--- config.mk ---
export PLATFORM = sky130hd
export DESIGN_NAME = wb_mem_stage
export DESIGN_NICKNAME = d
export VERILOG_FILES = /design/src/rtl/wb_mem_stage.sv
export SDC_FILE = /design/constraint.sdc
export NUM_CORES = 1
export LEC_CHECK = 0
export ABC_AREA = 1
export CORE_AREA = 2 2 177 179
export DETAILED_ROUTE_END_ITERATION = 10
export DIE_AREA = 0 0 179 181
export PLACE_DENSITY_LB_ADDON = 0.1
export SLEW_MARGIN = 10
export SYNTH_ARGS = -nofsm -noshare
export SYNTH_HDL_FRONTEND = slang
export SYNTH_HIERARCHICAL = 1
export SYNTH_SLANG_ARGS = --single-unit
--- constraint.sdc ---
create_clock -name clk -period 3.7 [get_ports clk]
set_input_delay 0.555 -clock clk [delete_from_list [all_inputs] [get_ports clk]]
set_output_delay 0.555 -clock clk [all_outputs]
set_load 0.01 [all_outputs]
--- src/rtl/wb_mem_stage.sv ---
// Writeback/memory stage: registers four ALU result lanes onto register-file write
// ports and runs a single outstanding lane-1 load/store against the data memory.

module wb_mem_lane #(
   parameter int des            = 4,
   parameter int register_width = 32
) (
   input  logic                      clk,
   input  logic                      rst,
   input  logic                      in_vld,
   input  logic [des-1:0]            in_des,
   input  logic [register_width-1:0] in_data,
   output logic                      en_q,
   output logic [des-1:0]            addr_q,
   output logic [register_width-1:0] data_q
);
   logic                      en_d;
   logic [des-1:0]            addr_d;
   logic [register_width-1:0] data_d;

   always_comb begin
      en_d   = in_vld;
      addr_d = in_des;
      data_d = in_data;
   end

   always_ff @(posedge clk) begin
      if (rst) begin
         en_q   <= 1'b0;
         addr_q <= '0;
         data_q <= '0;
      end else begin
         en_q   <= en_d;
         addr_q <= addr_d;
         data_q <= data_d;
      end
   end
endmodule

module wb_mem_stage #(
   parameter int des            = 4,
   parameter int reg_num        = 16,
   parameter int register_width = 32
) (
   input  logic                      clk,
   input  logic                      rst,
   input  logic [des-1:0]            in_1_des,
   input  logic [des-1:0]            in_2_des,
   input  logic [des-1:0]            in_3_des,
   input  logic [des-1:0]            in_4_des,
   input  logic [register_width-1:0] in_1_data,
   input  logic [register_width-1:0] in_2_data,
   input  logic [register_width-1:0] in_3_data,
   input  logic [register_width-1:0] in_4_data,
   input  logic                      in_1_vld,
   input  logic                      in_2_vld,
   input  logic                      in_3_vld,
   input  logic                      in_4_vld,
   input  logic [register_width-1:0] in_mem_addr,
   input  logic                      in_load_flag,
   input  logic                      in_store_flag,
   output logic                      mem_in_done,
   output logic                      mem_busy,
   output logic                      dmem_req,
   output logic                      dmem_we,
   output logic [register_width-1:0] dmem_addr,
   output logic [register_width-1:0] dmem_wdata,
   input  logic                      dmem_ack,
   input  logic [register_width-1:0] dmem_rdata,
   output logic                      wb_1_en,
   output logic                      wb_2_en,
   output logic                      wb_3_en,
   output logic                      wb_4_en,
   output logic [des-1:0]            wb_1_addr,
   output logic [des-1:0]            wb_2_addr,
   output logic [des-1:0]            wb_3_addr,
   output logic [des-1:0]            wb_4_addr,
   output logic [register_width-1:0] wb_1_data,
   output logic [register_width-1:0] wb_2_data,
   output logic [register_width-1:0] wb_3_data,
   output logic [register_width-1:0] wb_4_data,
   output logic [reg_num-1:0]        raw_clear
);
   localparam int NUM_LANES = 4;
   typedef enum logic [1:0] {IDLE, REQ, LDWB, DONE} state_t;

   logic                                     mem_op;
   logic [NUM_LANES-1:0]                     lane_vld;
   logic [NUM_LANES-1:0][des-1:0]            lane_des;
   logic [NUM_LANES-1:0][register_width-1:0] lane_data;
   logic [NUM_LANES-1:0]                     alu_en_q;
   logic [NUM_LANES-1:0][des-1:0]            alu_addr_q;
   logic [NUM_LANES-1:0][register_width-1:0] alu_data_q;
   logic [NUM_LANES-1:0]                     p_en, wb_en;
   logic [NUM_LANES-1:0][des-1:0]            p_addr;
   logic [NUM_LANES-1:0][register_width-1:0] p_data;

   state_t                    state_q, state_d;
   logic [register_width-1:0] maddr_q, maddr_d, mdata_q, mdata_d;
   logic [des-1:0]            mdes_q, mdes_d;
   logic                      mwe_q, mwe_d;
   logic                      load_hit, load_wr;

   assign mem_op    = in_load_flag | in_store_flag;
   assign lane_vld  = {in_4_vld, in_3_vld, in_2_vld, in_1_vld & ~mem_op};
   assign lane_des  = {in_4_des, in_3_des, in_2_des, in_1_des};
   assign lane_data = {in_4_data, in_3_data, in_2_data, in_1_data};

   for (genvar g = 0; g < NUM_LANES; g++) begin : g_lane
      wb_mem_lane #(.des(des), .register_width(register_width)) u_lane (
         .clk(clk), .rst(rst), .in_vld(lane_vld[g]), .in_des(lane_des[g]), .in_data(lane_data[g]),
         .en_q(alu_en_q[g]), .addr_q(alu_addr_q[g]), .data_q(alu_data_q[g])
      );
   end

   // A younger ALU write to the load's destination makes the load result dead.
   always_comb begin
      load_hit = 1'b0;
      for (int k = 0; k < NUM_LANES; k++)
         if (alu_en_q[k] && alu_addr_q[k] == mdes_q) load_hit = 1'b1;
      load_wr = (state_q == LDWB) && !load_hit && !alu_en_q[0];
   end

   always_comb begin
      p_en   = alu_en_q;
      p_addr = alu_addr_q;
      p_data = alu_data_q;
      if (load_wr) begin
         p_en[0]   = 1'b1;
         p_addr[0] = mdes_q;
         p_data[0] = mdata_q;
      end
      wb_en     = p_en;
      raw_clear = '0;
      for (int k = 0; k < NUM_LANES; k++)
         for (int j = k + 1; j < NUM_LANES; j++)
            if (p_en[j] && p_addr[j] == p_addr[k]) wb_en[k] = 1'b0;
      for (int k = 0; k < NUM_LANES; k++)
         if (wb_en[k]) raw_clear[p_addr[k]] = 1'b1;
   end

   assign {wb_4_en, wb_3_en, wb_2_en, wb_1_en} = wb_en;
   assign {wb_4_addr, wb_3_addr, wb_2_addr, wb_1_addr} = p_addr;
   assign {wb_4_data, wb_3_data, wb_2_data, wb_1_data} = p_data;

   always_comb begin
      state_d = state_q;
      maddr_d = maddr_q;
      mdata_d = mdata_q;
      mdes_d  = mdes_q;
      mwe_d   = mwe_q;
      case (state_q)
         IDLE: if (in_1_vld && mem_op) begin
            state_d = REQ;
            maddr_d = in_mem_addr;
            mdata_d = in_1_data;
            mdes_d  = in_1_des;
            mwe_d   = ~in_load_flag;   // both flags set -> load
         end
         REQ: if (dmem_ack) begin
            if (mwe_q) state_d = DONE;
            else begin
               state_d = LDWB;
               mdata_d = dmem_rdata;
            end
         end
         LDWB:    if (load_hit || !alu_en_q[0]) state_d = DONE;
         DONE:    state_d = IDLE;
         default: state_d = IDLE;
      endcase
   end

   always_ff @(posedge clk) begin
      if (rst) begin
         state_q <= IDLE;
         maddr_q <= '0;
         mdata_q <= '0;
         mdes_q  <= '0;
         mwe_q   <= 1'b0;
      end else begin
         state_q <= state_d;
         maddr_q <= maddr_d;
         mdata_q <= mdata_d;
         mdes_q  <= mdes_d;
         mwe_q   <= mwe_d;
      end
   end

   assign dmem_req    = (state_q == REQ);
   assign dmem_we     = dmem_req & mwe_q;
   assign dmem_addr   = dmem_req ? maddr_q : '0;
   assign dmem_wdata  = dmem_we ? mdata_q : '0;
   assign mem_in_done = (state_q == DONE);
   assign mem_busy    = (state_q != IDLE);
endmodule

# Word level (Yosys, flattened, before mapping)
# Index checks and enable logic that the tools add are counted.
dict set report totals {
  reg_bits 219
  inputBits 217
  wordCells 112
}
dict set report classes {
  order_cmp 8
  n_eq_ne 17
  muxes 36
  bitwise 8
  n_reduce_logical 26
}
# operator count
set op_table {}
lappend op_table {{32-bit two-way mux} 6}
lappend op_table {{16-bit two-way mux} 4}
lappend op_table {{32-bit one-hot mux with 2 select lines} 1}
lappend op_table {{16-bit bitwise OR} 3}
lappend op_table {{4-bit == test} 10}
lappend op_table {{4-bit by 5-bit less-than comparator with 1-bit output, second input constant} 4}
lappend op_table {{1-bit logical AND} 17}
lappend op_table {{1-bit demux with 4-bit select} 4}
lappend op_table {{4-bit by 1-bit greater-or-equal comparator with 1-bit output, second input constant} 4}
lappend op_table {{1-bit two-way mux} 16}
lappend op_table {{2-bit one-hot mux with 4 select lines} 1}
lappend op_table {{2-bit two-way mux} 3}
lappend op_table {{2-bit == test, second input constant} 2}
lappend op_table {{4-bit two-way mux} 1}
lappend op_table {{2-bit by 1-bit inequality test with 1-bit output, second input constant} 2}
lappend op_table {{2-bit inequality test, second input constant} 2}
lappend op_table {{4-bit AND reduction} 1}
lappend op_table {{2-bit nonzero test} 2}
lappend op_table {{3-bit AND reduction} 1}
lappend op_table {{1-bit AND} 2}
lappend op_table {{2-bit by 1-bit == test with 1-bit output, second input constant} 1}
lappend op_table {{1-bit logical NOT} 2}
lappend op_table {{2-bit logical NOT} 1}
lappend op_table {{1-bit inverter} 2}
lappend op_table {{other kinds (3)} 3}

# Logic depth before layout (Yosys ltp)
# Gate-level depths: netlist of the first run.
dict set report logic_depth {
  depth_word 22
  depth_mapped 18
  depth_no_buf 17
}

# Hierarchy
# Netlist of the first run, hierarchy kept.
# mod instances cells_each area_each_um2 seq_area_each_um2
set by_module_without_submodules {}
lappend by_module_without_submodules {wb_mem_stage 1 900 5215.0 1421.4}
lappend by_module_without_submodules {wb_mem_lane 4 115 1068.5 740.7}

# Worst setup path after synthesis of the first run
# No wires, ideal clock.
dict set report synth_timing {
  kind {reg-to-output}
  startpoint {register g_lane[2].u_lane.addr_q[2]}
  endpoint {output raw_clear[10]}
  arrival_ns 2.111
  required_time_ns 3.145
  setup_slack_ns 1.034
  stages_incl_launch_ff 17
  path_buffers 2
  cell_sequence {dfxtp_1 buf_2 inv_1 nand2_1 o211ai_1 nor2_2 nor2_8 nand3_4 nand2_1 nand2_2 xor2_1 nand2_1 nor2_1 nor2_4 buf_4 nand3_1 nand2_1}
}
dict set report synth_between {
  elab_chain_len 20
  elab_cells_between_ends 42
  classes_between {order compare (4); eq/ne (6); mux (18); bitwise (3); reduce/logical (11)}
}
# element line_no
set synth_lines {}
lappend synth_lines {{start, declared} 14} ;# output logic [des-1:0] addr_q,
lappend synth_lines {{start signal, assigned} 34} ;# addr_q <= addr_d;
lappend synth_lines {{4-bit == test (*)} 120} ;# if (alu_en_q[k] && alu_addr_q[k] == mdes_q) load_hit = 1'b1;
lappend synth_lines {{1-bit logical AND (*)} 120}
lappend synth_lines {{1-bit two-way mux (*) (2 in a row)} 120}
lappend synth_lines {{1-bit logical NOT (*)} 121} ;# load_wr = (state_q == LDWB) && !load_hit && !alu_en_q[0];
lappend synth_lines {{1-bit logical AND (*) (2 in a row)} 121}
lappend synth_lines {{4-bit two-way mux (*)} 128} ;# if (load_wr) begin
lappend synth_lines {{net wb_1_addr[0]} 74} ;# output logic [des-1:0] wb_1_addr,
lappend synth_lines {{branches (longest 5 deep; another with 4-bit by 5-bit less-than comparator with 1-bit output)} -}
lappend synth_lines {{16-bit two-way mux (*)} 139} ;# if (wb_en[k]) raw_clear[p_addr[k]] = 1'b1;
lappend synth_lines {{16-bit bitwise OR (no source line)} -}
lappend synth_lines {{16-bit two-way mux (*)} 139}
lappend synth_lines {{16-bit bitwise OR (no source line)} -}
lappend synth_lines {{16-bit two-way mux (*)} 139}
lappend synth_lines {{16-bit bitwise OR (no source line)} -}
lappend synth_lines {{16-bit two-way mux (*)} 139}
lappend synth_lines {{end, declared} 82} ;# output logic [reg_num-1:0] raw_clear
# Mark *: on every way through the listed nets, which the timed path passes.

# Final worst setup path of the first run
dict set report layout_timing {
  startpoint {register g_lane[3].u_lane.addr_q[0]}
  endpoint {output raw_clear[7]}
}
dict set report layout_between {
  elab_chain_len 19
  elab_cells_between_ends 40
  classes_between {order compare (4); eq/ne (6); mux (16); bitwise (3); reduce/logical (11)}
}
# element line_no
set layout_lines {}
lappend layout_lines {{start, declared} 14}
lappend layout_lines {{start signal, assigned} 34}
lappend layout_lines {{branches (longest 18 deep; another with 4-bit by 5-bit less-than comparator with 1-bit output)} -}
lappend layout_lines {{16-bit two-way mux (*)} 139}
# Mark *: on every way between the ends.

==> flow_summary.toml, run 1 <==
[sta]
rsz0062_at_grt = "false"
hold_viol = 0
final-setup-viol-count = 0
maxSlewViolCount = 0
setup_ws_ns = 0.216
tightestPinTransition_ns = 0.732
fin_setup_tns_ns = 0
period_needed_ns = 3.48
max-slew-margin-rel = 0.512
fin_crit_sh = 0.942
skew_ns = 0.0162
fmax_mhz = 287

[finish]
area_delta_synth_final_pct = 62.1
fin_util = 0.507
drive_above_1_share = 0.0687
fin_nets = 2007
finalNonFillerCells = 2203

[synth]
async_flop_share = 0
syn-num-nets = 1581
synth_warnings = 6
synth_xor_area_frac = 0.00646
synth_flop_cell = "dfxtp_1"
synth_simple_gate_area_frac = 0.280
yosys.area_share.adder = 0.00527
synthesis.area_um2 = 9490
yosys-top-cells-area = "dfxtp_1 46%, nand2_1 11%, nor2_1 9.7%"
synthMuxAreaShare = 0
seq_area_frac_synth = 0.462
syn_inst = 1360
synth_top_family_by_area = "simple AND/OR/NAND/NOR gates"
synth_cell_types = 35
ys_ff_latch = 219
synth_compound_area_frac = 0.101
yosys.area.top_type = "dfxtp_1"
synth_top_area_frac = 0.462
synth_area_per_cell_um2 = 6.98
synth_edf_count = 0

[routing]
wl_um = 33900
drtIter0Drc = 641
vias = 9736
detail-route-antenna-nets = 0
drc = 0
vias_per_cell = 4.42
drtPass1Iterations = 5
wire_per_inst_um = 15.4

[die]
die_x_um = 179
fp-row-count = 64
boundaryPins = 449
initial_core_util = 0.313
die_h_um = 181
core_um2 = 30300
dieArea_um2 = 32400

[worst_hold_path]
hp-class = "register to register"
hp-start = "maddr_q[17]"

[placed_design]
dp.cells = 2148
dp_slack_ns = 0.269
post-dp-hpwl_um = 24400
port_buffers = 448
globalplace.congestion = 0.878

[setup_path]
arrival_ns = 2.93
cp-startpoint = "g_lane[3].u_lane/addr_q[0]"
setup.worst_path.class = "register to output port"
cp-end-kind = "output port"
cp_max_fo = 17
required_ns = 3.14
r2r-start = "state_q[1]"
setup.worst_path.start_class = "register"

[pwr]
p_leak_nw = 7.25
comb_power_share = 0.339
power.density_nw_per_um2 = 546
p_int_mw = 5.59
pwr-share-seq = 0.329
max-vdd-ir-drop_mv = 0.494
clock_power_share = 0.332
p_switching_mw = 2.81
power.share.switching = 0.335

[global_route]
grt_max_degree = 87
grt_overflow = 0
grt_first_pass_wirelength_um = 52200
grt_pass1_vias = 9447
grt_usage = 0.203
antenna_found_initial = 3

[run]
drv_cap = 0

[clocking]
cts_tree = "built"
numCtsBuffers = 26
htree_levels = 1
cts_sinks = 219
clock_path_buffers = 3
clk_latency_ns = 0.53
cts-hold-fix-buffers = 0
clkTransAtPathRegs_ns = 0.06
root_buffer = "clkbuf_16"

[outcome]
status = "finished, final reports clean"
state kept, by name, summed over array words and instances, names as in the netlist:
signal                flops
maddr_q                  32
state_q                   2
mwe_q                     1
mdata_q                  32
g_lane.u_lane/data_q    128
g_lane.u_lane/addr_q     16
mdes_q                    4
g_lane.u_lane/en_q        4
logic make-up (layout without fill, tap and decap cells):
logic type	Yosys count	after routing
compound gates	159	159
xor+xnor	7	7
fa+ha+maj	4	4
buf+inv	330	775
flops	219	219
other cells	0	1
simple gates	641	642
metrics by stage:
step	cell area (um^2)	total power, mW	hold WS (ns)
2_1_floorplan	9490	4.42	0.441
3_3_place_gp	14200	5.61	0.449
3_5_place_dp	14200	5.62	0.454
4_1_cts	15300	8.50	0.463
5_1_grt	15400	8.93	0.480
6_report	15400	8.40	0.460
repair_timing:
| item | in CTS | in global routing |
|---|---|---|
| resized for setup | 12 | 31 |
| pin swaps | 5 | 8 |
| setup endpoints to repair | 33 | 49 |
| gates cloned | 1 | 0 |
| buffers inserted | 4 | 1 |
worst paths after layout:
kind	to	slack [ns]	cells after the start
min	maddr_q[17]	0.46	2
max reg2reg	mdata_q[10]	1.21	9
min reg2reg	maddr_q[17]	0.46	2
max	raw_clear[7]	0.22	16
cells in the mapped netlist, types with 3 or more instances:
cell type	count
nand2_1	286
nor2_1	246
inv_1	242
dfxtp_1	219
a21oi_1	51
nand3_1	42
a211oi_1	40
clkbuf_1	40
nand4_1	39
o21ai_0	37
o22ai_1	17
buf_6	16
buf_1	11
inv_2	11
nor2_2	9
buf_2	7
nand2_2	6
nor3_1	5
xnor2_1	5
ha_1	4
o211ai_1	4
buf_4	3
nor2_4	3
o2111ai_1	3
power by group through the flow:
stage	Sequential [mW]	Combinational [mW]	Clock, mW
floorplan	2.82	1.60	0
global placement	2.81	2.80	0
detailed placement	2.81	2.80	0
CTS	2.77	2.86	2.88
global route	2.80	3.16	2.97
finish	2.77	2.85	2.79
area by class of cell:
type	count	area, um^2
Clock inverter	13	230
Tap cell	396	495
Multi-Input combinational cell	812	3810
Fill cell	2999	15000
Timing Repair Buffer	474	4770
Antenna cell	1	2.50
Sequential cell	219	4400
Inverter	253	950
Clock buffer	35	714
critical path, stage by stage (launching register included):
cell and delay (ns):
dfxtp_1 0.48, nand2_1 0.09, nand3_1 0.08, nor2_1 0.04, nand2_1 0.07, nand2_2 0.08, nor2_8 0.18, nand4_1 0.22
nand2_4 0.16, xor2_1 0.15, nand2_1 0.07, nor2_1 0.17, nor2_4 0.07, buf_12 0.15, nand3_1 0.06, nand2_1 0.05
dlygate4sd2_1 0.28
routing by layer:
layer | wire (um) | global-route usage | part of all wire | up-vias
li1 | - | - | - | 5008
met4 | 840 | 0.0592 | 0.025 | 4
met5 | 23 | 0 | 0.00068 | -
met1 | 13300 | 0.236 | 0.39 | 4298
met2 | 16400 | 0.350 | 0.48 | 371
met3 | 3330 | 0.0697 | 0.098 | 55
cells in the final DEF, fill, tap and decap left out, drive strengths merged, types with 17 or more instances in the layout:
cell           Yosys  final
inv              253    253
nor2             259    260
a21oi             51     51
dfxtp            219    219
buf               37     27
clkbuf            40     35
clkdlybuf4s50      0    430
nand4             39     39
nand2            292    292
o21ai             39     39
o22ai             17     17
nand3             43     43
a211oi            40     40
No activity file was read; power rests on OpenSTA's default activity.
==> inputs of run 2 (changes only) <==
- PLACE_DENSITY: default -> 0.66
- PLACE_DENSITY_LB_ADDON: 0.1 -> default
==> run 2 against run 1 <==
Sequential power about the same. Largest cell class unchanged. Hold slack improved by 0.0038 ns. Core utilization is 0.070 points lower. Sequential share of layout area hardly changed. Cell area fell by 0.14%.
==> flow_summary.toml, run 2 (synthesis results as in run 1) <==
[outcome]
status = "finished, final reports clean"

[global_route]
grt_first_pass_wirelength_um = 53400
antenna_found_initial = 0
grt_overflow = 0
grt_max_degree = 86
grt_usage = 0.207
grt_pass1_vias = 9633

[pwr]
p_total_mw = 8.30
p_leak_nw = 7.26
power.density_nw_per_um2 = 540
max-vdd-ir-drop_mv = 0.353

[finish]
largest_reg_flops = 128
final_cell_mix = "430 x clkdlybuf4s50_1, 283 x nand2_1, 243 x nor2_1"
fin_nets = 2014
fin_area_um2 = 15400
final_common_cell = "clkdlybuf4s50_1"
top_register = "g_lane.u_lane/data_q"
biggestRegsByFlops = "g_lane.u_lane/data_q x128, maddr_q x32, mdata_q x32"
drive_above_1_share = 0.0712
n_antenna_cell = 0
area_delta_synth_final_pct = 61.8

[clocking]
clk_latency_ns = 0.53
clock_path_buffers = 3
root_buffer = "clkbuf_16"
numCtsBuffers = 26
cts_tree = "built"
cts-hold-fix-buffers = 0
clkTransAtPathRegs_ns = 0.06
cts_sinks = 219
htree_levels = 1

[die]
die_x_um = 179
fp-row-count = 64
die_h_um = 181
initial_core_util = 0.313
dieArea_um2 = 32400
core_um2 = 30300
boundaryPins = 449

[routing]
drc = 0
detail-route-antenna-nets = 0
vias = 9989
wl_um = 34700
drtPass1Iterations = 6
wire_per_inst_um = 15.7
drtIter0Drc = 656
vias_per_cell = 4.53

[worst_hold_path]
min_delay_path_depth = 2
hp-start = "maddr_q[10]"
hp-class = "register to register"

[placed_design]
placed_cell_area_um2 = 14300
port_buffers = 448
post-dp-hpwl_um = 25100
globalplace.congestion = 0.946

[setup_path]
required_ns = 3.14
cp-end-kind = "output port"
setup.worst_path.class = "register to output port"
cp_max_fo = 7
reg2reg_slack_ns = 1.26
cp-startpoint = "mdes_q[0]"
setup.worst_path.start_class = "register"
r2r-start = "state_q[1]"
rr_worst_depth = 9
arrival_ns = 2.94

[sta]
final-setup-viol-count = 0
hold_ws_ns = 0.464
fin_setup_tns_ns = 0
rsz0062_at_grt = "true"
tightestPinTransition_ns = 0.678
skew_ns = 0.0203
max-slew-margin-rel = 0.548
fin_crit_sh = 0.944
period_needed_ns = 3.49
fmax_mhz = 286
hold_viol = 0
maxSlewViolCount = 0

[run]
drv_cap = 0
run 2: per-layer routing:
metal,track usage,part of all wire
met1,0.260,0.42
met2,0.351,0.49
met3,0.0431,0.065
met4,0.0670,0.030
met5,0,0
run 2: what timing repair did:
item                       in CTS  in global routing
buffers inserted                6                  3
gates cloned                    0                  1
gates resized for setup        10                 28
pin swaps                       7                  3
setup endpoints to repair      26                 47
run 2: worst max-delay path, stage by stage, from the launching register on:
cell	delay, ns
dfxtp_2	0.38
inv_2	0.09
a21boi_0	0.20
nand3_1	0.11
nor2_2	0.14
nor2_4	0.08
dlymetal6s2s_1	0.18
buf_4	0.14
nand2_1	0.10
inv_1	0.05
nor2_1	0.27
nor2_4	0.05
buf_4	0.17
nand3_1	0.08
nand2_1	0.07
dlygate4sd2_1	0.30
run 2: through the flow:
stage,setup slack (ns),instances,utilization
after global placement,0.383,2151,0.470
after detailed placement,0.291,2151,0.470
after global routing,-0.0203,2207,0.506
final,0.207,2207,0.506
after CTS,-0.00936,2203,0.502
after floorplan,1.03,1360,-
run 2: final timing paths:
path	to
max reg2reg	mdata_q[12]
min reg2reg	maddr_q[10]
min	maddr_q[10]
max	raw_clear[6]
run 2: layout make-up:
class                   count  area, um^2
clock buffers              39         811
clock inverters             7         100
repair buffers            481        4810
inverters                 253         950
well taps                 396         495
multi-input cells         812        3790
flip-flops and latches    219        4400
fillers                  2972       15000
run 2: where the power goes:
group | switching (mW) | internal, mW | leakage (nW)
registers | 0.117 | 2.65 | 1.82
logic | 1.70 | 1.16 | 4.99
clock network | 1.03 | 1.65 | 0.444
==> inputs of run 3 (changes only) <==
- CELL_PAD_IN_SITES_DETAIL_PLACEMENT: default -> 0
- CELL_PAD_IN_SITES_GLOBAL_PLACEMENT: default -> 2
- CORE_AREA: 2 2 177 179 -> 2 2 207 209
- DIE_AREA: 0 0 179 181 -> 0 0 209 211
- PLACE_DENSITY: 0.66 -> 0.88
==> run 3 against run 2 <==
Sequential share of layout area shrank 0.29 points. Global-route usage shrank 4.7 points. Highest routed layer unchanged. Critical path type unchanged. Non-clock buffer count decreased by 2. Sequential power about the same. Via count down 0.83%. Largest cell class unchanged. Cell area increased by 1.2%. Final cell count increased by 6.4%. Register-to-register slack gained 0.03 ns. Worst setup slack improved by 0.045 ns. Count of clock-buffer cells in the layout did not move.
==> flow_summary.toml, run 3 (synthesis results as in run 1) <==
[die]
core_um2 = 41800
boundaryPins = 449
fp-row-count = 75
die_x_um = 209
initial_core_util = 0.227
dieArea_um2 = 44100
die_h_um = 211

[finish]
final_cell_mix = "430 x clkdlybuf4s50_1, 285 x nand2_1, 243 x nor2_1"
fin_nets = 2014
area_delta_synth_final_pct = 63.8
n_antenna_cell = 0
top_register = "g_lane.u_lane/data_q"
largest_reg_flops = 128
final_common_cell = "clkdlybuf4s50_1"
drive_above_1_share = 0.0718
biggestRegsByFlops = "g_lane.u_lane/data_q x128, maddr_q x32, mdata_q x32"
fin_area_um2 = 15500

[placed_design]
dp_slack_ns = 0.236
placed_cell_area_um2 = 14500
globalplace.congestion = 0.840
post-dp-hpwl_um = 27200
port_buffers = 448

[setup_path]
required_ns = 3.14
cp_cell_sequence = "inv_4, o211ai_1, nor2_4, nor2_4, nand4_1, nand2_2, xor2_1, nand2_1, nor2_1, nor2_4, buf_12, nand3_1, nand2_1, dlygate4sd2_1"
setup.worst_path.class = "register to output port"
arrival_ns = 2.89
crit_family = "simple AND/OR/NAND/NOR gates"
path_common_cell = "nor2_4"
cp-end-kind = "output port"
critPathSlowestCell = "dfxtp_2"
max_stage_delay_ns = 0.39
worstPathBufferInverterCount = 3
setup.worst_path.start_class = "register"
cp_max_fo = 17

[clocking]
cts-hold-fix-buffers = 0
clock_path_buffers = 3
cts_tree = "built"
htree_levels = 1
cts_sinks = 219
numCtsBuffers = 27
clk_latency_ns = 0.54
clkTransAtPathRegs_ns = 0.06
root_buffer = "clkbuf_16"

[pwr]
power.density_nw_per_um2 = 539
power.share.switching = 0.345
pwr-share-seq = 0.331
p_switching_mw = 2.89
clock_power_share = 0.316
p_total_mw = 8.37
max-vdd-ir-drop_mv = 0.320
p_int_mw = 5.48
p_leak_nw = 7.18
comb_power_share = 0.353

[sta]
fin_crit_sh = 0.932
skew_ns = 0.0176
tightestPinTransition_ns = 0.932
fin_setup_tns_ns = 0
hold_ws_ns = 0.461
setup_ws_ns = 0.252
period_needed_ns = 3.45
final-setup-viol-count = 0
fmax_mhz = 290
max-slew-margin-rel = 0.379
hold_viol = 0
maxSlewViolCount = 0

[routing]
drc = 0
vias = 9906
vias_per_cell = 4.22
drtIter0Drc = 507
drtPass1Iterations = 8
detail-route-antenna-nets = 0
wire_per_inst_um = 15.6
wl_um = 36500

[global_route]
grt_max_degree = 113
antenna_found_initial = 0
grt_overflow = 0
grt_first_pass_wirelength_um = 55800
grt_usage = 0.160
grt_pass1_vias = 9920

[run]
drv_cap = 0

[outcome]
status = "finished, final reports clean"

[worst_hold_path]
hp-class = "register to register"
-- run 3: changes by cell type in the layout (fill, tap and decap cells not counted), moves of 2 or more --
cell,delta
nor3_1,-2
nand2_2,-3
clkinv_2,+3
inv_4,+3
inv_2,-3
nand2_1,+2
dfxtp_4,+3
nor3_2,+2
dfxtp_2,-2
buf_12,+3
buf_4,-2
buf_6,-2
dlymetal6s2s_1,-7
dlygate4sd2_1,+6
-- run 3: tightest hold or removal path, delay by kind of cell, from the launching register on --
| family | cells | cell delay [ns] |
|---|---|---|
| AO/OA/AOI/OAI | 1 | 0.05 |
| AND/OR/NAND/NOR | 1 | 0.06 |
| flip-flops | 1 | 0.31 |
-- run 3: cell type report --
type / count / area (um^2)
well taps: 539 / 674
fillers: 4416 / 26200
clock inverters: 7 / 87.6
clock buffers: 39 / 801
inverters: 253 / 957
multi-input cells: 813 / 3820
flip-flops and latches: 219 / 4410
repair buffers: 479 / 4800
-- run 3: final timing paths --
kind | depth (start not counted) | end | slack, ns | start
worst max-delay path | 14 | raw_clear[2] | 0.25 | mdes_q[0]
worst min-delay path | 2 | maddr_q[13] | 0.46 | maddr_q[13]
worst max register to register | 7 | maddr_q[11] | 1.29 | state_q[0]
worst min register to register | 2 | maddr_q[13] | 0.46 | maddr_q[13]
-- run 3: through the flow --
step | util | cells
final | 0.372 | 2349
after global routing | 0.372 | 2349
after CTS | 0.371 | 2348
after detailed placement | 0.347 | 2298
after global placement | 0.347 | 2298
after floorplan | - | 1360
-- run 3: power groups by stage --
stage	registers [mW]	clock network, mW	logic, mW
global route	2.80	2.83	3.30
CTS	2.77	2.75	3.01
detailed placement	2.81	0	2.96
finish	2.77	2.65	2.96
floorplan	2.82	0	1.60
global placement	2.81	0	2.95
-- run 3: what timing repair did --
| action | 4_1_cts | 5_1_grt |
|---|---|---|
| gates resized for setup | 26 | 21 |
| pin swaps | 8 | 1 |
| buffers inserted | 3 | 0 |
| cloned | 1 | 1 |
| setup endpoints to repair | 49 | 49 |
-- run 3: metal layers --
layer | vias up | GRT usage | wire length, um
li1 | 5025 | - | -
met1 | 4530 | 0.194 | 15200
met2 | 292 | 0.282 | 18200
met3 | 59 | 0.0332 | 2070
met4 | 0 | 0.0520 | 988
met5 | - | 0 | 0
==> patch (settings of run 3) <==
`register_width` is set to 32 in 2 places; all go to 40.
--- a/src/rtl/wb_mem_stage.sv
+++ b/src/rtl/wb_mem_stage.sv
@@ -3,7 +3,7 @@
 
 module wb_mem_lane #(
    parameter int des            = 4,
-   parameter int register_width = 32
+   parameter int register_width = 40
 ) (
    input  logic                      clk,
    input  logic                      rst,
@@ -40,7 +40,7 @@
 module wb_mem_stage #(
    parameter int des            = 4,
    parameter int reg_num        = 16,
-   parameter int register_width = 32
+   parameter int register_width = 40
 ) (
    input  logic                      clk,
    input  logic                      rst,
Interface: changed (12 resized); port bits go from 449 to 545. No check against the original RTL was run, so the function may have changed too.
==> patch against run 3 <==
- worst hold slack worse by 16 ps
- sequential cell count up 48
- worst setup slack worse by 32 ps
- routed wire length rose by 22%
- register-to-register slack worse by 80 ps
- count of clock-buffer cells in the layout is 13 higher
- synthesized area is 18% higher
- cell area rose by 19%
- power up 15%
- critical path type unchanged
- critical endpoint is now wb_1_data[35]
- largest power group is now registers
==> patch: results <==
{
  "rr_worst_depth": 9,
  "synth_compound_area_share_pct": 12.3,
  "synth.area.top_cells": "dfxtp_1 (48%), inv_1 (11%), nand2_1 (10%)",
  "slowest_delay_ps": 620,
  "min_to": "maddr_q[25]",
  "r2r_setup_slack_ps": 1210,
  "grt_pass1_vias": 11300,
  "grt_start_max_net_pins": 187,
  "fillCellCount": 4256,
  "critPathArrivalTime_ps": 2920,
  "hold_class": "reg -> reg",
  "finalNonFillerCells": 2688,
  "cp_max_fo": 80,
  "cts_buffers": 34,
  "rr_startpoint": "state_q[1]",
  "synthXorXnorAreaFrac_pct": 0.389,
  "place_inst": 2617,
  "peakVddDrop_mv": 0.355,
  "ys_top_cells_by_count": "inv_1 (329), nand2_1 (306), dfxtp_1 (267)",
  "h-tree-depth": 2,
  "cp_slowest_cell": "clkdlybuf4s50_1",
  "port_buffers": 544,
  "r2r_end": "mdata_q[36]",
  "track_usage_pct": 19.7,
  "synthCells": 1597,
  "fin_skew_ps": 15.9,
  "grt_pass1_wl_um": 66500,
  "largestRegisters": "g_lane.u_lane/data_q (160), maddr_q (40), mdata_q (40)",
  "hp-start": "maddr_q[25]",
  "nets": 2388,
  "synth_fa_ha_area_share_pct": 0.445,
  "dr.pass1.iters": 7,
  "switching_share_pct": 31.7,
  "seq_area_frac_synth_pct": 47.5,
  "wl_per_cell_um": 16.6,
  "avgViaCountPerCell": 4.28,
  "antenna_found_initial": 9,
  "drtIter0Drc": 592,
  "syn_nets": 1866,
  "p_leak_nw": 8.69,
  "placed_area_um2": 17100,
  "status": "finished clean",
  "maxSlewHeadroom_pct": 32.5,
  "synth.distinct_cells": 35,
  "drive_gt1_share_pct": 6.77,
  "hpwl_um": 32900
}
==> patch: final cells by class <==
| type | count | area, um^2 | share of cell area [%] |
|---|---|---|---|
| clock buffers | 52 | 1060 | 5.76 |
| repair inverters | 1 | 8.76 | 0.0475 |
| multi-input cells | 907 | 4210 | 22.8 |
| inverters | 340 | 1280 | 6.96 |
| clock inverters | 8 | 95.1 | 0.515 |
| diodes | 6 | 15.0 | 0.0814 |
| repair buffers | 568 | 5740 | 31.1 |
| well taps | 539 | 674 | 3.65 |
| flip-flops and latches | 267 | 5360 | 29.0 |
==> patch: stage by stage <==
step	hold WS [ps]	setup WS, ps	util [%]
final	445	220	44.2
after global routing	455	21.1	44.2
after CTS	448	-8.43	44.0
after detailed placement	439	272	40.9
after global placement	433	302	40.9
after floorplan	424	1100	-
==> patch: worst max-delay path: cells and delay by family, from the launching register on <==
| family | cells | cell delay, ps |
|---|---|---|
| DFF | 1 | 410 |
| AOI/OAI and AO/OA | 2 | 220 |
| buffers and inverters | 4 | 1100 |
| and+or+nand+nor | 5 | 600 |
==> patch: logic make-up (layout without fill, tap and decap cells) <==
kind of cell	after synthesis	in the layout
flops	267	267
simple gates	635	635
fa+ha+maj	4	4
buf+inv	423	969
xor+xnor	5	5
compound gates	263	263
other cells	0	6
==> patch: repair_timing <==
action | in CTS | in global routing
pin swaps | 1 | 0
endpoints found under the setup margin | 57 | 57
gates cloned | 1 | 0
buffers inserted | 4 | 0
endpoints found under the hold margin | 0 | 0
gates resized for setup | 27 | 21
==> patch: worst max path at each step <==
stage,startpoint,end,slack (ps),cells after the start
6_report,mdes_q[1],wb_1_data[35],220,11
2_1_floorplan,g_lane[3].u_lane/addr_q[2],raw_clear[13],1100,16
3_3_place_gp,mdes_q[1],raw_clear[5],300,17
3_5_place_dp,mdes_q[1],raw_clear[2],270,17
5_1_grt,mdes_q[3],wb_1_data[12],20,12
4_1_cts,mdes_q[3],raw_clear[2],-8,19
==> patch: per-layer routing <==
layer	global-route usage (%)	wire, um
met2	33.3	21800
met1	23.4	18200
met4	7.09	1240
met5	0	43
met3	6.11	3380
==> patch: power groups by stage <==
stage          clock network, mW  logic [mW]  registers, mW
2_1_floorplan                  0        1.48           3.47
3_3_place_gp                   0        2.78           3.46
3_5_place_dp                   0        2.79           3.47
4_1_cts                     3.52        2.85           3.42
5_1_grt                     3.64        3.14           3.46
6_report                    3.40        2.82           3.42
